--- src/rtl/matrix_pkg.sv ---
// Shared constants for the matrix coprocessor sequencer: opcodes, ALU encodings,
// FSM state encoding and default geometry.
package matrix_pkg;

  localparam int MAT_N      = 5;
  localparam int MAT_DATA_W = 8;
  localparam int MAT_ADDR_W = 5;

  localparam logic [3:0] OP_ADD       = 4'b0010;
  localparam logic [3:0] OP_SUB       = 4'b0011;
  localparam logic [3:0] OP_NEG       = 4'b0100;
  localparam logic [3:0] OP_TRANSPOSE = 4'b0101;

  typedef enum logic [1:0] {
    ALU_ADD  = 2'b00,
    ALU_SUB  = 2'b01,
    ALU_NEG  = 2'b10,
    ALU_PASS = 2'b11
  } alu_op_t;

  localparam logic [1:0] ST_IDLE  = 2'd0;
  localparam logic [1:0] ST_RUN   = 2'd1;
  localparam logic [1:0] ST_DRAIN = 2'd2;
  localparam logic [1:0] ST_DONE  = 2'd3;

  function automatic logic opcode_is_legal(input logic [3:0] op);
    return op inside {OP_ADD, OP_SUB, OP_NEG, OP_TRANSPOSE};
  endfunction

  function automatic alu_op_t opcode_to_alu(input logic [3:0] op);
    alu_op_t res;
    case (op)
      OP_SUB:       res = ALU_SUB;
      OP_NEG:       res = ALU_NEG;
      OP_TRANSPOSE: res = ALU_PASS;
      default:      res = ALU_ADD;
    endcase
    return res;
  endfunction

endpackage

--- src/rtl/matrix_op_sequencer_if.sv ---
// Bundle of instruction, memory and ALU signals around the element sequencer.
// slave = sequencer side, master = controller/memory/ALU environment side.
interface matrix_op_sequencer_if #(
  parameter int DATA_W = 8,
  parameter int ADDR_W = 5
);
  // start is a level request with no ready: it is sampled only while idle; a legal
  // request raises busy next cycle, an illegal one pulses err; wait for done before the next.
  logic              start;
  logic [3:0]        opcode;
  logic [2:0]        dim;
  logic              busy;
  logic              done;
  logic              err;
  logic              ovf;
  logic              mem_rd_en;
  logic [ADDR_W-1:0] mem_rd_addr;
  logic [DATA_W-1:0] mem_rd_data_a;
  logic [DATA_W-1:0] mem_rd_data_b;
  logic [1:0]        alu_op;
  logic [DATA_W-1:0] alu_a;
  logic [DATA_W-1:0] alu_b;
  logic [DATA_W-1:0] alu_result;
  logic              alu_ovf;
  logic              mem_wr_en;
  logic [ADDR_W-1:0] mem_wr_addr;
  logic [DATA_W-1:0] mem_wr_data;
  logic [1:0]        dbg_state;

  modport slave (
    input  start, opcode, dim, mem_rd_data_a, mem_rd_data_b, alu_result, alu_ovf,
    output busy, done, err, ovf, mem_rd_en, mem_rd_addr, alu_op, alu_a, alu_b,
           mem_wr_en, mem_wr_addr, mem_wr_data, dbg_state
  );

  modport master (
    output start, opcode, dim, mem_rd_data_a, mem_rd_data_b, alu_result, alu_ovf,
    input  busy, done, err, ovf, mem_rd_en, mem_rd_addr, alu_op, alu_a, alu_b,
           mem_wr_en, mem_wr_addr, mem_wr_data, dbg_state
  );
endinterface

--- src/rtl/matrix_addr_gen.sv ---
// Row/column walker: row-major read address with stride N, and a write address
// that trails it by one cycle (row/col swapped for transpose).
module matrix_addr_gen #(
  parameter int N      = 5,
  parameter int ADDR_W = 5
) (
  input  logic              clk,
  input  logic              reset_n,
  input  logic              i_clear,
  input  logic              i_advance,
  input  logic              i_transpose,
  input  logic [2:0]        i_dim,
  output logic [ADDR_W-1:0] o_rd_addr,
  output logic [ADDR_W-1:0] o_wr_addr,
  output logic              o_last
);
  localparam logic [ADDR_W-1:0] STRIDE = ADDR_W'(N);

  logic [2:0]        r_row;
  logic [2:0]        r_col;
  logic [ADDR_W-1:0] r_wr_addr;
  logic [2:0]        w_dim_m1;
  logic [ADDR_W-1:0] w_tr_addr;

  assign w_dim_m1  = i_dim - 3'd1;
  assign o_last    = (r_row == w_dim_m1) && (r_col == w_dim_m1);
  assign o_rd_addr = ADDR_W'(r_row) * STRIDE + ADDR_W'(r_col);
  assign w_tr_addr = ADDR_W'(r_col) * STRIDE + ADDR_W'(r_row);
  assign o_wr_addr = r_wr_addr;

  always_ff @(posedge clk) begin
    if (!reset_n || i_clear) begin
      r_row     <= '0;
      r_col     <= '0;
      r_wr_addr <= '0;
    end else if (i_advance) begin
      r_wr_addr <= i_transpose ? w_tr_addr : o_rd_addr;
      // wrap to origin after the last element so the next instruction starts clean
      if (o_last) begin
        r_row <= '0;
        r_col <= '0;
      end else if (r_col == w_dim_m1) begin
        r_col <= '0;
        r_row <= r_row + 3'd1;
      end else begin
        r_col <= r_col + 3'd1;
      end
    end
  end

endmodule

--- src/rtl/matrix_op_sequencer.sv ---
// Turns one matrix instruction into a stream of read / ALU / write operations,
// one element per cycle. Optional sticky overflow flag under `OVF_FLAG_EN.
module matrix_op_sequencer
  import matrix_pkg::*;
#(
  parameter int N      = MAT_N,
  parameter int DATA_W = MAT_DATA_W,
  parameter int ADDR_W = MAT_ADDR_W
) (
  input  logic                  clk,
  input  logic                  reset_n,
  matrix_op_sequencer_if.slave  bus
);
  logic [1:0]        r_state;
  logic [1:0]        w_next_state;
  logic [3:0]        r_opcode;
  logic [2:0]        r_dim;
  alu_op_t           r_alu_op;
  logic              r_wr_en;
  logic              r_err;
  logic              w_legal;
  logic              w_accept;
  logic              w_last;
  logic              w_use_b;
  logic              w_transpose;
  logic [ADDR_W-1:0] w_rd_addr;
  logic [ADDR_W-1:0] w_wr_addr;

  assign w_legal     = opcode_is_legal(bus.opcode) && (bus.dim >= 3'd2) && (bus.dim <= 3'(N));
  assign w_accept    = (r_state == ST_IDLE) && bus.start && w_legal;
  assign w_transpose = (r_opcode == OP_TRANSPOSE);
  assign w_use_b     = (r_opcode == OP_ADD) || (r_opcode == OP_SUB);

  matrix_addr_gen #(.N(N), .ADDR_W(ADDR_W)) u_addr_gen (
    .clk         (clk),
    .reset_n     (reset_n),
    .i_clear     (r_state != ST_RUN),
    .i_advance   (r_state == ST_RUN),
    .i_transpose (w_transpose),
    .i_dim       (r_dim),
    .o_rd_addr   (w_rd_addr),
    .o_wr_addr   (w_wr_addr),
    .o_last      (w_last)
  );

  always_comb begin
    w_next_state = r_state;
    case (r_state)
      ST_IDLE:  if (w_accept) w_next_state = ST_RUN;
      ST_RUN:   if (w_last) w_next_state = ST_DRAIN;
      ST_DRAIN: w_next_state = ST_DONE;
      ST_DONE:  w_next_state = ST_IDLE;
      default:  w_next_state = ST_IDLE;
    endcase
  end

  always_ff @(posedge clk) begin
    if (!reset_n) begin
      r_state  <= ST_IDLE;
      r_opcode <= '0;
      r_dim    <= '0;
      r_alu_op <= ALU_ADD;
      r_wr_en  <= 1'b0;
      r_err    <= 1'b0;
    end else begin
      r_state <= w_next_state;
      // write stage trails each read by one cycle, matching memory latency
      r_wr_en <= (r_state == ST_RUN);
      r_err   <= (r_state == ST_IDLE) && bus.start && !w_legal;
      if (w_accept) begin
        r_opcode <= bus.opcode;
        r_dim    <= bus.dim;
        r_alu_op <= opcode_to_alu(bus.opcode);
      end
    end
  end

`ifdef OVF_FLAG_EN
  logic r_ovf;
  always_ff @(posedge clk) begin
    if (!reset_n || w_accept) r_ovf <= 1'b0;
    else if (r_wr_en && bus.alu_ovf) r_ovf <= 1'b1;
  end
  assign bus.ovf = r_ovf;
`else
  assign bus.ovf = 1'b0;
`endif

  assign bus.busy        = (r_state == ST_RUN) || (r_state == ST_DRAIN);
  assign bus.done        = (r_state == ST_DONE);
  assign bus.err         = r_err;
  assign bus.dbg_state   = r_state;
  assign bus.mem_rd_en   = (r_state == ST_RUN);
  assign bus.mem_rd_addr = w_rd_addr;
  assign bus.alu_op      = r_alu_op;
  // operands are held at zero outside write stages so idle/reset outputs stay quiet
  assign bus.alu_a       = r_wr_en ? bus.mem_rd_data_a : {DATA_W{1'b0}};
  assign bus.alu_b       = (r_wr_en && w_use_b) ? bus.mem_rd_data_b : {DATA_W{1'b0}};
  assign bus.mem_wr_en   = r_wr_en;
  assign bus.mem_wr_addr = w_wr_addr;
  assign bus.mem_wr_data = r_wr_en ? bus.alu_result : {DATA_W{1'b0}};

endmodule

--- src/flat_wrapper.sv ---
// flat-port wrapper written by rule: the top's interface ports become plain ports
module matrix_op_sequencer_flat import matrix_pkg::*;
#(
  parameter int N      = MAT_N,
  parameter int DATA_W = MAT_DATA_W,
  parameter int ADDR_W = MAT_ADDR_W
)
  (clk, reset_n, bus_start, bus_opcode, bus_dim, bus_mem_rd_data_a, bus_mem_rd_data_b, bus_alu_result, bus_alu_ovf, bus_busy, bus_done, bus_err, bus_ovf, bus_mem_rd_en, bus_mem_rd_addr, bus_alu_op, bus_alu_a, bus_alu_b, bus_mem_wr_en, bus_mem_wr_addr, bus_mem_wr_data, bus_dbg_state);
  matrix_op_sequencer_if #(.DATA_W(DATA_W), .ADDR_W(ADDR_W)) bus_i ();
  input  logic clk;
  input  logic reset_n;
  input wire logic [$bits(bus_i.start)-1:0] bus_start;
  input wire logic [$bits(bus_i.opcode)-1:0] bus_opcode;
  input wire logic [$bits(bus_i.dim)-1:0] bus_dim;
  input wire logic [$bits(bus_i.mem_rd_data_a)-1:0] bus_mem_rd_data_a;
  input wire logic [$bits(bus_i.mem_rd_data_b)-1:0] bus_mem_rd_data_b;
  input wire logic [$bits(bus_i.alu_result)-1:0] bus_alu_result;
  input wire logic [$bits(bus_i.alu_ovf)-1:0] bus_alu_ovf;
  output wire logic [$bits(bus_i.busy)-1:0] bus_busy;
  output wire logic [$bits(bus_i.done)-1:0] bus_done;
  output wire logic [$bits(bus_i.err)-1:0] bus_err;
  output wire logic [$bits(bus_i.ovf)-1:0] bus_ovf;
  output wire logic [$bits(bus_i.mem_rd_en)-1:0] bus_mem_rd_en;
  output wire logic [$bits(bus_i.mem_rd_addr)-1:0] bus_mem_rd_addr;
  output wire logic [$bits(bus_i.alu_op)-1:0] bus_alu_op;
  output wire logic [$bits(bus_i.alu_a)-1:0] bus_alu_a;
  output wire logic [$bits(bus_i.alu_b)-1:0] bus_alu_b;
  output wire logic [$bits(bus_i.mem_wr_en)-1:0] bus_mem_wr_en;
  output wire logic [$bits(bus_i.mem_wr_addr)-1:0] bus_mem_wr_addr;
  output wire logic [$bits(bus_i.mem_wr_data)-1:0] bus_mem_wr_data;
  output wire logic [$bits(bus_i.dbg_state)-1:0] bus_dbg_state;
  assign bus_i.start = bus_start;
  assign bus_i.opcode = bus_opcode;
  assign bus_i.dim = bus_dim;
  assign bus_i.mem_rd_data_a = bus_mem_rd_data_a;
  assign bus_i.mem_rd_data_b = bus_mem_rd_data_b;
  assign bus_i.alu_result = bus_alu_result;
  assign bus_i.alu_ovf = bus_alu_ovf;
  assign bus_busy = bus_i.busy;
  assign bus_done = bus_i.done;
  assign bus_err = bus_i.err;
  assign bus_ovf = bus_i.ovf;
  assign bus_mem_rd_en = bus_i.mem_rd_en;
  assign bus_mem_rd_addr = bus_i.mem_rd_addr;
  assign bus_alu_op = bus_i.alu_op;
  assign bus_alu_a = bus_i.alu_a;
  assign bus_alu_b = bus_i.alu_b;
  assign bus_mem_wr_en = bus_i.mem_wr_en;
  assign bus_mem_wr_addr = bus_i.mem_wr_addr;
  assign bus_mem_wr_data = bus_i.mem_wr_data;
  assign bus_dbg_state = bus_i.dbg_state;
  matrix_op_sequencer #(.N(N), .DATA_W(DATA_W), .ADDR_W(ADDR_W)) u_core (.clk(clk), .reset_n(reset_n), .bus(bus_i));
endmodule
--- config.mk ---
export PLATFORM = sky130hd
export DESIGN_NAME = matrix_op_sequencer_flat
export DESIGN_NICKNAME = d
export VERILOG_FILES = /design/src/rtl/matrix_pkg.sv /design/src/rtl/matrix_op_sequencer_if.sv /design/src/rtl/matrix_addr_gen.sv /design/src/rtl/matrix_op_sequencer.sv /design/src/flat_wrapper.sv
export SDC_FILE = /design/constraint.sdc
export NUM_CORES = 1
export LEC_CHECK = 0
export CAP_MARGIN = 20
export CORE_AREA = 2 2 66 68
export CTS_CLUSTER_DIAMETER = 120
export DETAILED_ROUTE_END_ITERATION = 16
export DIE_AREA = 0 0 68 70
export GPL_TIMING_DRIVEN = 0
export HOLD_SLACK_MARGIN = 0.12
export MAX_ROUTING_LAYER = met4
export PLACE_DENSITY = 0.77
export SLEW_MARGIN = 20
export SYNTH_ARGS = -nofsm -noshare
export SYNTH_HDL_FRONTEND = slang
export SYNTH_SLANG_ARGS = --single-unit
--- constraint.sdc ---
create_clock -name clk -period 3.1 [get_ports clk]
set_clock_uncertainty 0.2 [all_clocks]
set_input_delay 0.62 -clock clk [delete_from_list [all_inputs] [get_ports clk]]
set_output_delay 0.62 -clock clk [all_outputs]
set_load 0.03 [all_outputs]
* Word-level counts from Yosys, hierarchy flattened
Cells that the tools add are included.
Widths: inputs -> output; s select.
** Cells by class
- $add $sub $neg :: 5
- Multipliers :: 2
- Order comparisons :: 2
- Equal/unequal tests :: 15
- Muxes and demuxes :: 12
- Reductions and logical operators :: 17
** Operators with widths (number)
- $mux 8 :: 3
- $eq 4x2->1 const B :: 4
- $eq 4x3->1 const B :: 3
- $mux 3 :: 4
- $add 5x3->5 :: 2
- $mul 3x3->5 const B :: 2
- $pmux 2 s4 :: 1
- $logic_and 1x1->1 :: 7
- $add 3x1->3 const B :: 2
- $eq 3x3->1 :: 2
- $ne 2x1->1 const B :: 3
- $pmux 2 s3 :: 1
- $mux 5 :: 1
- $eq 2x2->1 const B :: 2
- $mux 2 :: 2
- $reduce_and 2->1 :: 2
- $reduce_bool 4->1 :: 1
- $ge 3x2->1 const B :: 1
- $le 3x3->1 const B :: 1
- $logic_or 1x1->1 :: 3
- $sub 3x1->3 const B :: 1
- $eq 2x1->1 const B :: 1
- $logic_not 1->1 :: 2
- $logic_not 2->1 :: 1
- $reduce_bool 2->1 :: 1
** Word-level totals
- Flip-flop bits (word level) :: 24
- Input port bits :: 35
- Output and inout port bits :: 44
- Word-level logic and storage cells :: 62

* Depth between registers and ports, before layout
- Word-level depth :: 7
- Gate-level depth with buffers :: 8
- Mapped depth without buffers :: 8

* Modules after synthesis
A second synthesis with hierarchy kept.
** Unflattened totals
- Cells, all modules :: 183
- Area total of the unflattened synthesis :: 1669.1 um^2
** By module, submodules not included
- matrix_addr_gen :: instances 1, cells an instance 97, area an instance 914.6 um^2, sequential area each 220.2 um^2
- matrix_op_sequencer :: instances 1, cells an instance 86, area an instance 754.5 um^2, sequential area each 260.2 um^2

* Least setup slack after synthesis
No wires, ideal clock.
- Path kind :: register to output
- Start point :: register u_core.u_addr_gen.r_row[0]
- End point :: output bus_mem_rd_addr[4]
- Arrival :: 2.035 ns
- Required time :: 2.280 ns
- Path slack :: 0.245 ns
- Cell stages (with the launch flop) :: 7
- Path buffers :: 0
- Cell sequence :: dfxtp_1 -> ha_1 -> ha_1 -> ha_1 -> a21o_1 -> a21oi_1 -> xnor2_1
** On the way
- Word-level cells in the longest chain between the ends :: 2
** Ends and longest elaborated chain
- start: declaration :: RTL line matrix_addr_gen.sv:19 : logic [2:0] r_row;
- start signal: assignment :: RTL line matrix_addr_gen.sv:44 : r_row <= r_row + 3'd1;
- $mul 3x3->5 :: RTL line matrix_addr_gen.sv:27 : assign o_rd_addr = ADDR_W'(r_row) * STRIDE + ADDR_W'(r_col);
- $add 5x3->5 :: RTL line matrix_addr_gen.sv:27
- end: declaration :: RTL line flat_wrapper.sv:24 : output wire logic [$bits(bus_i.mem_rd_addr)-1:0] bus_mem_rd_addr;
No other way between the ends.

* Worst setup path in the final report
Ends and elaborated chain as after synthesis.

==> metrics.csv <==
metric,value,unit
status,completed,
Final nets,310,
sequential share of the synthesized area,30.7,%
TritonCTS clock tree,built,
Tightest Pin Transition,0.862,ns
Setup crit end kind,output pin,
R2R setup slack,0.71,ns
post-route insts no fill,303,
FMAX,333,MHz
DRT iter0 DRCs,22,
Initial Util,37.8,%
slowest CP cell,dfxtp_4,
drt first pass iters,3,
first-pass GRT wire length,6.09,mm
clk buf depth,2,
vias in the first global route,1364,
CORE AREA,4140,um^2
Crit Path Category,flop to output pin,
Area Growth Syn to Fin,57.7,%
share of layout cells above drive strength 1,6.37,%
Gate Count Post-Synth,171,
max_slew headroom,41.7,%
Yosys top cell by area,dfxtp_1,
overall global routing resource usage,16.7,%
final slew viol count,0,
"Reg clk slew, reported paths",0.09,ns
crit path time final,3.00,ns
initial antenna violation count,0,
Die ar.,4760,um^2
drt drc,0,
"EDFF count, synth",0,
final setup fails,0,
WP data arrival,2.18,ns
pwr dens,416,nW/um^2
CP most frequent cell,ha_1,
vias post-DR,1433,
Worst EP required,2.28,ns
"Power, Total",1.03,mW
Port Buffers,76,
reg2reg end,u_core.u_addr_gen.o_wr_addr[4],
end point of the critical path,bus_mem_rd_addr[4],
FF-to-FF path depth,7,
Post-Syn Nets,229,
YS warnings,0,
IO Count,79,
Worst VDD drop,0.346,mV
routed len/inst,12.4,um
critical path cell sequence,ha_1 -> ha_4 -> ha_1 -> a21o_1 -> a21oi_2 -> xnor2_1 -> buf_4,
Synth Cell Area,1570,um^2
CTS sink cnt,24,
endpoints failing hold,0,
commonest cells in the netlist,"24 x and2_1, 24 x dfxtp_1, 21 x ha_1",
worst hold path class,flop to flop,
final RePlAce weighted congestion,0.715,
die height,70,um
placed cells,299,
synth top area cells,"dfxtp_1 31%, ha_1 17%, and2_1 9.6%",
syn_area_per_cell,9.16,um^2
RSZ-0062 raised after global routing,no,
largest net degree at the start of global routing,14,
vias per inst,4.73,
"FFs w/ async S/R, synth",0,%
placed cell area,2390,um^2
top-area cell type share of the netlist area,30.7,%
"Clk Latency, worst-skew pair",0.27,ns
Startpoint Class,flop,
Max-Cap Viols,0,
# rows,24,
H-tree lvl count,1,
antenna-violating nets left,0,
DP HPWL,3.03,mm
"Setup Fix Bufs, Post-CTS",0,
final worst path period share,96.7,%
CP startpoint,u_core.u_addr_gen.r_row[0],
reg-to-reg startpoint,u_core.u_addr_gen.r_col[2],
design area,2470,um^2
clock root buffer master,clkbuf_8,
routed wire length,3.75,mm
Die X,68,um
#FFs+latches synth,24,
grt ovf,0,
"Largest stage delay, worst path",0.38,ns
leakage,1.08,nW
Most used DFF post-synth,dfxtp_1,
unique cell type count in the Yosys netlist,34,
TritonCTS Buffers,3,
Crit Path Max Fanout,8,
ANT cells,0,
==> power by group <==
part | switching, mW | leakage [nW] | internal, mW | total, mW
sequential | 0.0286 | 0.196 | 0.330 | 0.358
clock | 0.101 | 0.0288 | 0.113 | 0.215
combinational | 0.246 | 0.857 | 0.208 | 0.455
total | 0.376 | 1.08 | 0.652 | 1.03
==> cells by family (layout without fill, tap and decap cells) <==
family,Yosys count,in the layout,synth area share (%)
multiplexers,3,3,1.92
AND/OR/NAND/NOR,71,71,24.3
buffers and inverters,9,89,2.48
XOR/XNOR,16,16,10.8
AO/OA/AOI/OAI,24,24,10.3
adder cells (fa/ha/maj),23,23,19.3
flip-flops,24,24,30.7
other,1,1,0.239
==> worst min-delay path by stage <==
stage | startpoint | to | slack (ns) | cells after the start
2_1_floorplan | u_core.r_opcode[0] | u_core.r_opcode[0] | 0.24 | 2
3_3_place_gp | u_core.bus.alu_op[1] | u_core.bus.alu_op[1] | 0.25 | 2
3_5_place_dp | u_core.r_opcode[0] | u_core.r_opcode[0] | 0.27 | 2
4_1_cts | u_core.r_opcode[0] | u_core.r_opcode[0] | 0.28 | 2
5_1_grt | u_core.bus.alu_op[0] | u_core.bus.alu_op[0] | 0.32 | 2
6_report | u_core.r_opcode[0] | u_core.r_opcode[0] | 0.27 | 2
==> cell usage in the layout (no fill, tap or decap), drive strengths merged <==
| master | netlist | final |
|---|---|---|
| dfxtp | 24 | 24 |
| mux2i | 3 | 3 |
| o22ai | 2 | 2 |
| and3 | 6 | 6 |
| o21ai | 3 | 3 |
| and4bb | 1 | 1 |
| a211oi | 2 | 2 |
| and2 | 24 | 24 |
| ha | 21 | 21 |
| clkbuf | 2 | 6 |
| nor4bb | 1 | 1 |
| a21boi | 6 | 6 |
| clkdlybuf4s50 | 0 | 73 |
| xor3 | 1 | 1 |
| fa | 2 | 2 |
| nand2 | 17 | 17 |
| inv | 5 | 5 |
| xor2 | 5 | 5 |
| conb | 1 | 1 |
| xnor2 | 9 | 9 |
| nor3 | 4 | 4 |
| a21o | 2 | 2 |
| a21oi | 5 | 5 |
| nand3b | 1 | 1 |
| o211a | 1 | 1 |
| clkdlybuf4s15 | 0 | 2 |
| nand3 | 4 | 4 |
| a22o | 1 | 1 |
| a22oi | 1 | 1 |
| nand2b | 2 | 2 |
| nor2 | 11 | 11 |
| o211ai | 1 | 1 |
| xnor3 | 1 | 1 |
| buf | 2 | 3 |
==> metal layers <==
metal | part of all wire [%] | vias to the layer above | global-route usage, % | routed length (um)
met1 | 41 | 640 | 19.0 | 1520
met3 | 8.5 | 4 | 3.06 | 318
li1 | - | 741 | - | -
met2 | 50 | 48 | 29.6 | 1870
met4 | 0.91 | 0 | 4.00 | 34
met5 | 0 | - | - | 0
==> registers in the layout (all words and copies together) (netlist names) <==
register	count
u_core.u_addr_gen.r_col	3
u_core.r_opcode	4
u_core.bus.dbg_state	2
u_core.u_addr_gen.r_row	3
u_core.bus.err	1
u_core.bus.alu_op	2
u_core.bus.mem_wr_en	1
u_core.r_dim	3
u_core.u_addr_gen.o_wr_addr	5
==> layout make-up <==
cell class	count	area (um^2)
Buffer	4	20.0
Tap cell	52	65.1
Inverter	5	18.8
Fill cell	374	1670
Multi-Input combinational cell	138	1060
Clock buffer	4	55.1
Sequential cell	24	488
Timing Repair Buffer	76	759
==> what timing repair did <==
| item | 4_1_cts | 5_1_grt |
|---|---|---|
| gates resized for setup | 13 | 5 |
| endpoints found under the setup margin | 3 | 3 |
| hold endpoints to repair | 0 | 0 |
| pin swaps | 0 | 1 |
| hold buffers | 0 | 0 |
==> worst max-delay path, delay by kind of cell, from the launching register on <==
| family | cells | cell delay [ns] |
|---|---|---|
| xor gates and xnor gates | 1 | 0.16 |
| DFF | 1 | 0.38 |
| buffers and inverters | 1 | 0.20 |
| AOI/OAI and AO/OA | 2 | 0.31 |
| adders and majority gates | 3 | 0.86 |
==> stage by stage <==
step | setup TNS (ns) | setup slack (ns) | hold slack [ns] | util [%]
finish | 0 | 0.101 | 0.272 | 59.6
global route | 0 | 0.00672 | 0.318 | 59.6
CTS | 0 | 0.0391 | 0.277 | 59.4
detailed placement | -0.568 | -0.336 | 0.266 | 57.7
global placement | -0.442 | -0.289 | 0.253 | 57.7
floorplan | 0 | 0.245 | 0.238 | -
No activity file was read; power rests on OpenSTA's default activity.
